[src/rtl/demod_i2s_tx_if.sv]
// rtl/demod_i2s_tx_if.sv - sample input and I2S output signal bundle
// Purpose: groups the demodulator sample inputs and the serial I2S outputs.
// Signals: demod_in (signed sample), demod_clk (slow sample strobe),
//          i2s_bclk, i2s_lrclk, i2s_sdata (serial audio to the DAC).
// Modports: master drives samples and observes I2S; slave is the transmitter.
interface demod_i2s_tx_if #(
    parameter int DATA_W = 18
);
    logic signed [DATA_W-1:0] demod_in;
    logic                     demod_clk;
    logic                     i2s_bclk;
    logic                     i2s_lrclk;
    logic                     i2s_sdata;

    modport master (
        output demod_in,
        output demod_clk,
        input  i2s_bclk,
        input  i2s_lrclk,
        input  i2s_sdata
    );

    modport slave (
        input  demod_in,
        input  demod_clk,
        output i2s_bclk,
        output i2s_lrclk,
        output i2s_sdata
    );
endinterface

[src/rtl/demod_i2s_tx.sv]
// rtl/demod_i2s_tx.sv - demodulated sample FIFO and mono I2S serialiser
// Purpose: captures demod samples on the demod_clk strobe into a small FIFO
//          and sends each one in both slots of a 2*SLOT_W-bit I2S frame.
//          Overflow drops samples, an empty FIFO at frame start repeats the
//          previous word; both conditions raise sticky flags.
// Ports: clk, reset_n (async assert, active-low)
//        bus.slave: demod_in, demod_clk in; i2s_bclk, i2s_lrclk, i2s_sdata out
//        clear_flags in; fifo_level, overrun, underrun out
module demod_i2s_tx #(
    parameter int DATA_W     = 18,
    parameter int SLOT_W     = 32,
    parameter int BCLK_DIV   = 98,
    parameter int FIFO_DEPTH = 4
) (
    input  logic                            clk,
    input  logic                            reset_n,
    demod_i2s_tx_if.slave                   bus,
    input  logic                            clear_flags,
    output logic [$clog2(FIFO_DEPTH+1)-1:0] fifo_level,
    output logic                            overrun,
    output logic                            underrun
);
    localparam int LVL_W = $clog2(FIFO_DEPTH + 1);
    localparam int PTR_W = (FIFO_DEPTH > 1) ? $clog2(FIFO_DEPTH) : 1;
    localparam int B_W   = $clog2(2 * SLOT_W);
    localparam int CNT_W = (BCLK_DIV > 1) ? $clog2(BCLK_DIV) : 1;

    localparam logic [B_W-1:0]   B_LAST   = B_W'(2 * SLOT_W - 1);
    localparam logic [B_W-1:0]   SLOT_B   = B_W'(SLOT_W);
    localparam logic [CNT_W-1:0] CNT_LAST = CNT_W'(BCLK_DIV - 1);
    localparam logic [LVL_W-1:0] LVL_FULL = LVL_W'(FIFO_DEPTH);

    // [0],[1] synchronise the asynchronous strobe, [2] holds the previous value
    logic [2:0]        dclk_q;
    logic [CNT_W-1:0]  cnt_q;
    logic              bclk_q;
    logic [B_W-1:0]    b_q;
    logic              lrclk_q;
    logic              sdata_q;
    logic [DATA_W-1:0] word_q;
    logic [DATA_W-1:0] mem [FIFO_DEPTH];
    logic [PTR_W-1:0]  wr_ptr_q;
    logic [PTR_W-1:0]  rd_ptr_q;
    logic [LVL_W-1:0]  level_q;

    logic              wr_stb;
    logic              div_wrap;
    logic              fall_evt;
    logic              frame_load;
    logic              fifo_empty;
    logic              fifo_full;
    logic              pop;
    logic              push;
    logic              ov_set;
    logic              un_set;
    logic [B_W-1:0]    b_next;
    logic [B_W-1:0]    slot_k;
    logic [SLOT_W-1:0] slot_word;
    logic [SLOT_W-1:0] slot_shift;
    logic              next_sdata;

    assign wr_stb     = dclk_q[1] & ~dclk_q[2];
    assign div_wrap   = (cnt_q == CNT_LAST);
    // Outputs move only when BCLK is about to fall
    assign fall_evt   = div_wrap & bclk_q;
    assign frame_load = fall_evt & (b_q == B_LAST);
    assign fifo_empty = (level_q == '0);
    assign fifo_full  = (level_q == LVL_FULL);
    assign pop        = frame_load & ~fifo_empty;
    // A full FIFO still accepts a write if the frame load frees a slot
    assign push       = wr_stb & (~fifo_full | pop);
    assign ov_set     = wr_stb & fifo_full & ~pop;
    assign un_set     = frame_load & fifo_empty;

    always_comb begin
        b_next     = (b_q == B_LAST) ? '0 : b_q + 1'b1;
        slot_k     = (b_next >= SLOT_B) ? b_next - SLOT_B : b_next;
        // Slot image: one leading zero (I2S MSB delay), the word, zero tail
        slot_word  = {{(SLOT_W - DATA_W){1'b0}}, word_q} << (SLOT_W - 1 - DATA_W);
        slot_shift = slot_word << slot_k;
        next_sdata = slot_shift[SLOT_W-1];
    end

    always_ff @(posedge clk) begin
        if (push) begin
            mem[wr_ptr_q] <= bus.demod_in;
        end
    end

    always_ff @(posedge clk or negedge reset_n) begin
        if (!reset_n) begin
            dclk_q   <= '0;
            cnt_q    <= '0;
            bclk_q   <= 1'b0;
            b_q      <= B_LAST;
            lrclk_q  <= 1'b1;
            sdata_q  <= 1'b0;
            word_q   <= '0;
            wr_ptr_q <= '0;
            rd_ptr_q <= '0;
            level_q  <= '0;
            overrun  <= 1'b0;
            underrun <= 1'b0;
        end else begin
            dclk_q <= {dclk_q[1:0], bus.demod_clk};

            if (div_wrap) begin
                cnt_q  <= '0;
                bclk_q <= ~bclk_q;
            end else begin
                cnt_q  <= cnt_q + 1'b1;
            end

            if (fall_evt) begin
                b_q     <= b_next;
                lrclk_q <= (b_next >= SLOT_B);
                sdata_q <= next_sdata;
            end

            if (pop) begin
                word_q   <= mem[rd_ptr_q];
                rd_ptr_q <= rd_ptr_q + 1'b1;
            end
            if (push) begin
                wr_ptr_q <= wr_ptr_q + 1'b1;
            end

            if (push && !pop) begin
                level_q <= level_q + 1'b1;
            end else if (pop && !push) begin
                level_q <= level_q - 1'b1;
            end

            // A new event in the same cycle as clear_flags keeps the flag set
            if (ov_set) begin
                overrun <= 1'b1;
            end else if (clear_flags) begin
                overrun <= 1'b0;
            end
            if (un_set) begin
                underrun <= 1'b1;
            end else if (clear_flags) begin
                underrun <= 1'b0;
            end
        end
    end

    assign bus.i2s_bclk  = bclk_q;
    assign bus.i2s_lrclk = lrclk_q;
    assign bus.i2s_sdata = sdata_q;
    assign fifo_level    = level_q;
endmodule
[src/flat_wrapper.sv]
// flat-port wrapper written by rule: the top's interface ports become plain ports
module demod_i2s_tx_flat 
#(
    parameter int DATA_W     = 18,
    parameter int SLOT_W     = 32,
    parameter int BCLK_DIV   = 98,
    parameter int FIFO_DEPTH = 4
)
  (clk, reset_n, clear_flags, fifo_level, overrun, underrun, bus_demod_in, bus_demod_clk, bus_i2s_bclk, bus_i2s_lrclk, bus_i2s_sdata);
  demod_i2s_tx_if #(.DATA_W(DATA_W)) bus_i ();
  input  logic clk;
  input  logic reset_n;
  input  logic clear_flags;
  output logic [$clog2(FIFO_DEPTH+1)-1:0] fifo_level;
  output logic overrun;
  output logic underrun;
  input wire logic [$bits(bus_i.demod_in)-1:0] bus_demod_in;
  input wire logic [$bits(bus_i.demod_clk)-1:0] bus_demod_clk;
  output wire logic [$bits(bus_i.i2s_bclk)-1:0] bus_i2s_bclk;
  output wire logic [$bits(bus_i.i2s_lrclk)-1:0] bus_i2s_lrclk;
  output wire logic [$bits(bus_i.i2s_sdata)-1:0] bus_i2s_sdata;
  assign bus_i.demod_in = bus_demod_in;
  assign bus_i.demod_clk = bus_demod_clk;
  assign bus_i2s_bclk = bus_i.i2s_bclk;
  assign bus_i2s_lrclk = bus_i.i2s_lrclk;
  assign bus_i2s_sdata = bus_i.i2s_sdata;
  demod_i2s_tx #(.DATA_W(DATA_W), .SLOT_W(SLOT_W), .BCLK_DIV(BCLK_DIV), .FIFO_DEPTH(FIFO_DEPTH)) u_core (.clk(clk), .reset_n(reset_n), .bus(bus_i), .clear_flags(clear_flags), .fifo_level(fifo_level), .overrun(overrun), .underrun(underrun));
endmodule
[config.mk]
export PLATFORM = sky130hd
export DESIGN_NAME = demod_i2s_tx_flat
export DESIGN_NICKNAME = d
export VERILOG_FILES = /design/src/rtl/demod_i2s_tx_if.sv /design/src/rtl/demod_i2s_tx.sv /design/src/flat_wrapper.sv
export SDC_FILE = /design/constraint.sdc
export NUM_CORES = 1
export LEC_CHECK = 0
export ABC_AREA = 1
export BUFFER_PORTS_ARGS = -buffer_cell sky130_fd_sc_hd__clkbuf_2
export CAP_MARGIN = 20
export CORE_MARGIN = 5
export CORE_UTILIZATION = 60
export CTS_CLUSTER_SIZE = 10
export DETAILED_ROUTE_END_ITERATION = 6
export PLACE_DENSITY = 0.91
export SLEW_MARGIN = 0
export SYNTH_ARGS = -nofsm -noshare
export SYNTH_HDL_FRONTEND = slang
export SYNTH_SLANG_ARGS = --single-unit
[constraint.sdc]
create_clock -name clk -period 3.4 [get_ports clk]
set_clock_uncertainty 0.1 [all_clocks]
set_input_delay 0.17 -clock clk [delete_from_list [all_inputs] [get_ports clk]]
set_output_delay 0.17 -clock clk [all_outputs]
set_load 0.05 [all_outputs]
### Word level (Yosys, flattened, before mapping)

Memories as Yosys holds them, arrays and structs flattened. A register that Yosys moved wholly into a read port is not among the register bits.
Index checks and enable logic that the tools add are counted.

| operators by class | value |
|---|---|
| add/sub/neg operators | 7 |
| multipliers | 0 |
| div/mod/pow operators | 0 |
| order comparisons | 1 |
| eq/ne operators | 3 |
| shift-type cells | 1 |
| muxes and demuxes | 10 |
| bitwise gates (word level) | 14 |
| reduce and logical (&&, ||, !) cells | 9 |

Operators with widths:

| cell | count |
|---|---|
| 31-bit by 6-bit << shifter with 32-bit output | 1 |
| 6-bit 2-to-1 mux | 2 |
| 1-bit AND | 8 |
| 7-bit by 1-bit adder with 7-bit output, second input constant | 1 |
| 7-bit equality test, second input constant | 1 |
| 7-bit 2-to-1 mux | 1 |
| 6-bit by 1-bit adder with 6-bit output, second input constant | 1 |
| 6-bit equality test, second input constant | 1 |
| 6-bit greater-or-equal comparator, second input constant | 1 |
| 3-bit 2-to-1 mux | 2 |
| 2-bit nonzero test | 3 |
| 6-bit subtractor, second input constant | 1 |
| 1-bit 2-to-1 mux | 5 |
| 1-bit NOT | 5 |
| 2-bit by 1-bit adder with 2-bit output, second input constant | 2 |
| 3-bit by 1-bit adder with 3-bit output, second input constant | 1 |
| 3-bit equality test, second input constant | 1 |
| 1-bit zero test | 3 |
| 3-bit zero test | 1 |
| 3-bit by 1-bit subtractor with 3-bit output, second input constant | 1 |
| 1-bit logical AND | 2 |
| 1-bit bitwise OR | 1 |

| storage, ports and cells | value |
|---|---|
| register bits | 28 |
| latch bits | 0 |
| bits in writable memories | 72 |
| memory bits (read-only) | 0 |
| input bits | 22 |
| output and inout bits | 8 |
| word-level logic and storage cells | 57 |
| memories | 1 |

Memories:

| memory | words | bits a word | rd ports | clocked after memory_dff | wr ports | RTL line | text |
|---|---|---|---|---|---|---|---|
| u_core.mem | 4 | 18 | 1 | 1 | 1 | demod_i2s_tx.sv:41 | `logic [DATA_W-1:0] mem [FIFO_DEPTH];` |

### Longest topological paths before layout

| depth | value |
|---|---|
| depth in word-level cells | 10 |
| gate-level depth with buffers | 16 |
| depth with buffers taken out | 16 |

### Least setup slack after synthesis

OpenSTA, ideal clock, no wires.

| path | value |
|---|---|
| kind | flip-flop to flip-flop |
| start point | reg u_core.b_q[0] |
| end point | mem u_core.mem[0][0], enable pin |
| library setup time | 0.393 ns |
| arrival time | 2.203 ns |
| required time | 2.907 ns |
| slack | 0.705 ns |
| stages on the path, launching flop included | 8 |
| path buffers | 0 |
| clock period less this slack | 2.695 ns |
| cells stage by stage | dfstp_2 -> ha_1 -> nand3_1 -> nor2_4 -> nand3b_4 -> nand2_1 -> nand2_1 -> nor2_1 |

| on the way | value |
|---|---|
| cells in the longest elaborated chain, start to end | 7 |

Ends and longest elaborated chain:

| what | RTL line | text |
|---|---|---|
| from (decl) | demod_i2s_tx.sv:37 | `logic [B_W-1:0] b_q;` |
| from (signal assigned) | demod_i2s_tx.sv:115 | `b_q <= b_next;` |
| 6-bit equality test | demod_i2s_tx.sv:66 | `assign frame_load = fall_evt & (b_q == B_LAST);` |
| 1-bit AND | demod_i2s_tx.sv:66 |  |
| 1-bit AND | demod_i2s_tx.sv:69 | `assign pop = frame_load & ~fifo_empty;` |
| 1-bit bitwise OR | demod_i2s_tx.sv:71 | `assign push = wr_stb & (~fifo_full \| pop);` |
| 1-bit AND | demod_i2s_tx.sv:71 |  |
| 1-bit 2-to-1 mux | demod_i2s_tx.sv:85 | `if (push) begin` |
| 1-bit 2-to-1 mux (not written as such) | demod_i2s_tx.sv:86 | `mem[wr_ptr_q] <= bus.demod_in;` |
| to (decl) | demod_i2s_tx.sv:41 |  |

No other way between the ends.

### Final worst setup path

| path | value |
|---|---|
| start point | reg u_core.b_q[0] |
| end point | reg u_core.level_q[2], in the netlist u_core.fifo_level[2] |

| on the way | value |
|---|---|
| cells in the longest elaborated chain, start to end | 8 |
| elaborated cells between the ends (all ways) | 11 |
| those cells by class | eq/ne: 1; mux: 1; bitwise: 4; reduce/logical: 5 |

Ends and longest elaborated chain:

| what | RTL line | text |
|---|---|---|
| 6-bit equality test * | demod_i2s_tx.sv:66 |  |
| 1-bit AND * | demod_i2s_tx.sv:66 |  |
| 1-bit AND * | demod_i2s_tx.sv:69 |  |
| 1-bit bitwise OR * | demod_i2s_tx.sv:71 |  |
| 1-bit AND * | demod_i2s_tx.sv:71 |  |
| via u_core.push | demod_i2s_tx.sv:53 | `logic push;` |
| 1-bit zero test | demod_i2s_tx.sv:130 | `end else if (pop && !push) begin` |
| 1-bit logical AND | demod_i2s_tx.sv:130 |  |
| 2-bit nonzero test (no source line) | - |  |
| to (signal assigned) | demod_i2s_tx.sv:129 | `level_q <= level_q + 1'b1;` |
| to (signal assigned) | demod_i2s_tx.sv:131 | `level_q <= level_q - 1'b1;` |
| to (decl) | demod_i2s_tx.sv:44 | `logic [LVL_W-1:0] level_q;` |

Mark *: on every way through the listed nets, which the timed path passes. The rest lies on a longest branch.
A chain may end at the register's enable or synchronous reset.

==> impl_metrics.ini <==
[global_route]
grt_pass1_vias = 3558
grt_overflow = 0
grtUsageTotal_pct = 21.6
antenna_found_initial = 0
grt_pass1_wl_microns = 16700
grt_max_degree = 47

[logic_synthesis]
synthSimpleGateAreaFrac_pct = 13.8
synthCells = 430
synth_edf_count = 72
syn_avg_cell_area_sq_um = 11.5
synth_xor_area_share_pct = 1.59
yosysTopAreaCellShare_pct = 43.6
yosysWarnings = 0
synth-adder-area-share_pct = 2.42
synthFlopType = edfxtp_1
netlist-cell-type-count = 33
netlist_area_sq_um = 4960
syn-num-nets = 461
yosysSeqAreaShare_pct = 67.0
synth_top_family_by_area = simple AND/OR/NAND/NOR gates
synthTopCellsByArea = edfxtp_1 44%, dfrtp_1 20%, nor2_1 6.7%
synth_seq_cells = 118
asyncSetResetFlopFracSynth_pct = 39.0
synth.mux.area_fraction_pct = 0.832
synth_compound_area_share_pct = 9.08
yosysTopAreaCell = edfxtp_1

[clocking]
cts.clk_slew.worst_paths_ns = 0.06
cts_root_buffer = clkbuf_8
cts_tree = built
post_cts_buffers = 0
cts_buffers = 17
cts.sinks = 118
hold_buffers = 21
clk_latency_ns = 0.52
ctsResizeCount = 0
cts_buffer_depth = 2
htree_levels = 4

[critical_path]
crit_required_ns = 3.69
critical_path_class = reg -> reg
crit_chain = ha_1 -> nand3_1 -> nor2_4 -> nand3b_4 -> nand2_1 -> nand2_1 -> inv_1 -> ha_1 -> inv_1 -> fa_1 -> a21oi_1 -> o21ai_0 -> xor2_1
cp-start-kind = flip-flop
max_stage_delay_ns = 0.58
worstPathArrival_ns = 3.28
end_kind = flip-flop
crit_slowest_cell = dfstp_2
critPathMaxFanout = 7

[timing]
grt_setup_unrepaired = no
maxSlewViolCount = 0
fin_crit_sh_pct = 88.0
tightest_slew_ns = 0.536
setup_viol = 0
fmax_ghz = 0.334
period_needed_ns = 2.99
tns_ns = 0
finalHoldViolCount = 0
holdWs_ns = 0.0524
slew_headroom_pct = 64.2

[detailed_routing]
wl_per_cell_microns = 16.6
drt-total-wl_microns = 10100
via_count = 3357
drcViolationCount = 0
ant_nets = 0
initialDrtViolationCount = 183
vias_per_cell = 5.50
drt_pass1_iterations = 5

[finish]
fin_area_sq_um = 6030
fin_util_pct = 74.2
area_delta_synth_final_pct = 21.6
fillCellCount = 493
drive_above_1_share_pct = 17.4
diodes = 0
stdcell_count = 610
fin_nets = 523

[floorplanning]
core_sq_um = 8130
io_pins = 30
rows = 33
die_h_microns = 101
die_area_sq_um = 10200
start_util_pct = 61.0
die_w_microns = 101

[placed_design]
place.gp.congestion = 0.942
io_buffers = 29
placed_area_sq_um = 5190
dp_hpwl_microns = 5630
dpl.cell_count = 554

[run]
maxCapViolCount = 0

[pwr]
ir_drop_v = 0.000535
leakage_nw = 2.50
cellPowerDensity_nw_per_um2 = 624

[worst_hold_path]
hold_class = in -> async

[run_status]
status = finished, final reports clean
## flip-flops by register name, summed over array words and instances (netlist names)
register / flops
u_core.bus.i2s_lrclk: 1
u_core.rd_ptr_q: 2
u_core.word_q: 18
u_core.overrun: 1
u_core.mem: 72
u_core.underrun: 1
u_core.fifo_level: 3
u_core.bus.i2s_bclk: 1
u_core.cnt_q: 7
u_core.wr_ptr_q: 2
u_core.bus.i2s_sdata: 1
u_core.dclk_q: 3
u_core.b_q: 6
## layout by cell type (no fill, tap or decap), types with 2 or more instances in the layout
| cell type | count |
|---|---|
| a21oi_1 | 20 |
| and3_1 | 2 |
| buf_16 | 2 |
| buf_4 | 6 |
| clkbuf_16 | 16 |
| clkbuf_2 | 29 |
| clkinv_4 | 3 |
| clkinvlp_4 | 4 |
| dfrtp_1 | 39 |
| dfstp_2 | 7 |
| dlygate4sd3_1 | 21 |
| edfxtp_1 | 72 |
| ha_1 | 8 |
| inv_1 | 43 |
| inv_6 | 6 |
| mux2_4 | 2 |
| nand2_1 | 35 |
| nand3_1 | 22 |
| nor2_1 | 89 |
| nor2_4 | 2 |
| nor3_1 | 5 |
| o21ai_0 | 28 |
| o32ai_1 | 19 |
| xnor2_1 | 2 |
| xor2_1 | 7 |
## per-layer routing
metal	GRT usage, %	vias to the layer above	part of all wire (%)
met3	6.09	25	7.1
met2	36.8	134	53
met5	0	-	0
met4	11.2	0	2.6
li1	-	1607	-
met1	24.8	1591	37
## per-stage QoR
stage	total power, mW	setup WS, ns
after floorplan	1.96	0.705
after global placement	2.07	0.646
after detailed placement	2.09	0.500
after CTS	3.77	0.397
after global routing	3.91	0.135
final	3.77	0.408
## where the power goes
group / switching [mW] / total [mW] / internal (mW)
combinational: 0.257 / 0.379 / 0.122
sequential: 0.0564 / 1.71 / 1.66
clock: 0.691 / 1.68 / 0.985
## final timing paths
path                            cells past startpoint  slack [ns]        startpoint                    to
worst min-delay path                                2        0.05           reset_n       u_core.cnt_q[5]
worst max register to register                     13        0.41     u_core.b_q[0]  u_core.fifo_level[2]
min in group clk                                    2        0.22     bus_demod_clk      u_core.dclk_q[0]
worst max-delay path                               13        0.41     u_core.b_q[0]  u_core.fifo_level[2]
worst min register to register                      0        0.25  u_core.dclk_q[0]      u_core.dclk_q[1]
max in group asynchronous                           3        2.57           reset_n         u_core.b_q[0]
## synthesized netlist by cell type, types with 2 or more instances
library cell and instances:
nand3_1 22, xnor2_1 2, a21oi_1 20, dfstp_2 7, edfxtp_1 72, nor2_1 89
o21ai_0 28, mux2_4 2, nor2_4 2, nand2_1 35, buf_2 4, clkbuf_1 7
ha_1 8, nor3_1 5, xor2_1 7, inv_1 43, and3_1 2, o32ai_1 19
dfrtp_1 39, buf_6 4
## kinds of logic after synthesis
group,Yosys count
AO/OA/AOI/OAI,72
AND/OR/NAND/NOR,159
buffers and inverters,60
flip-flops,118
XOR/XNOR,9
multiplexers,3
adder cells (fa/ha/maj),9
## cell type report
type | instances | area (sq um) | area share, %
repair buffers | 59 | 475 | 7.88
clock inverters | 15 | 146 | 2.43
clock buffers | 17 | 414 | 6.86
inverters | 44 | 170 | 2.82
well taps | 105 | 131 | 2.18
multi-input cells | 252 | 1370 | 22.8
flip-flops and latches | 118 | 3320 | 55.1
## worst max-delay path: cells and delay by family, from the launching register on
family | cells | cell delay, ns
buffers and inverters | 2 | 0.22
xor gates and xnor gates | 1 | 0.16
DFF | 1 | 0.58
and+or+nand+nor | 5 | 0.79
adders and majority gates | 3 | 0.76
AOI/OAI and AO/OA | 2 | 0.26
Note: power is estimated with default switching activity, not from simulation.
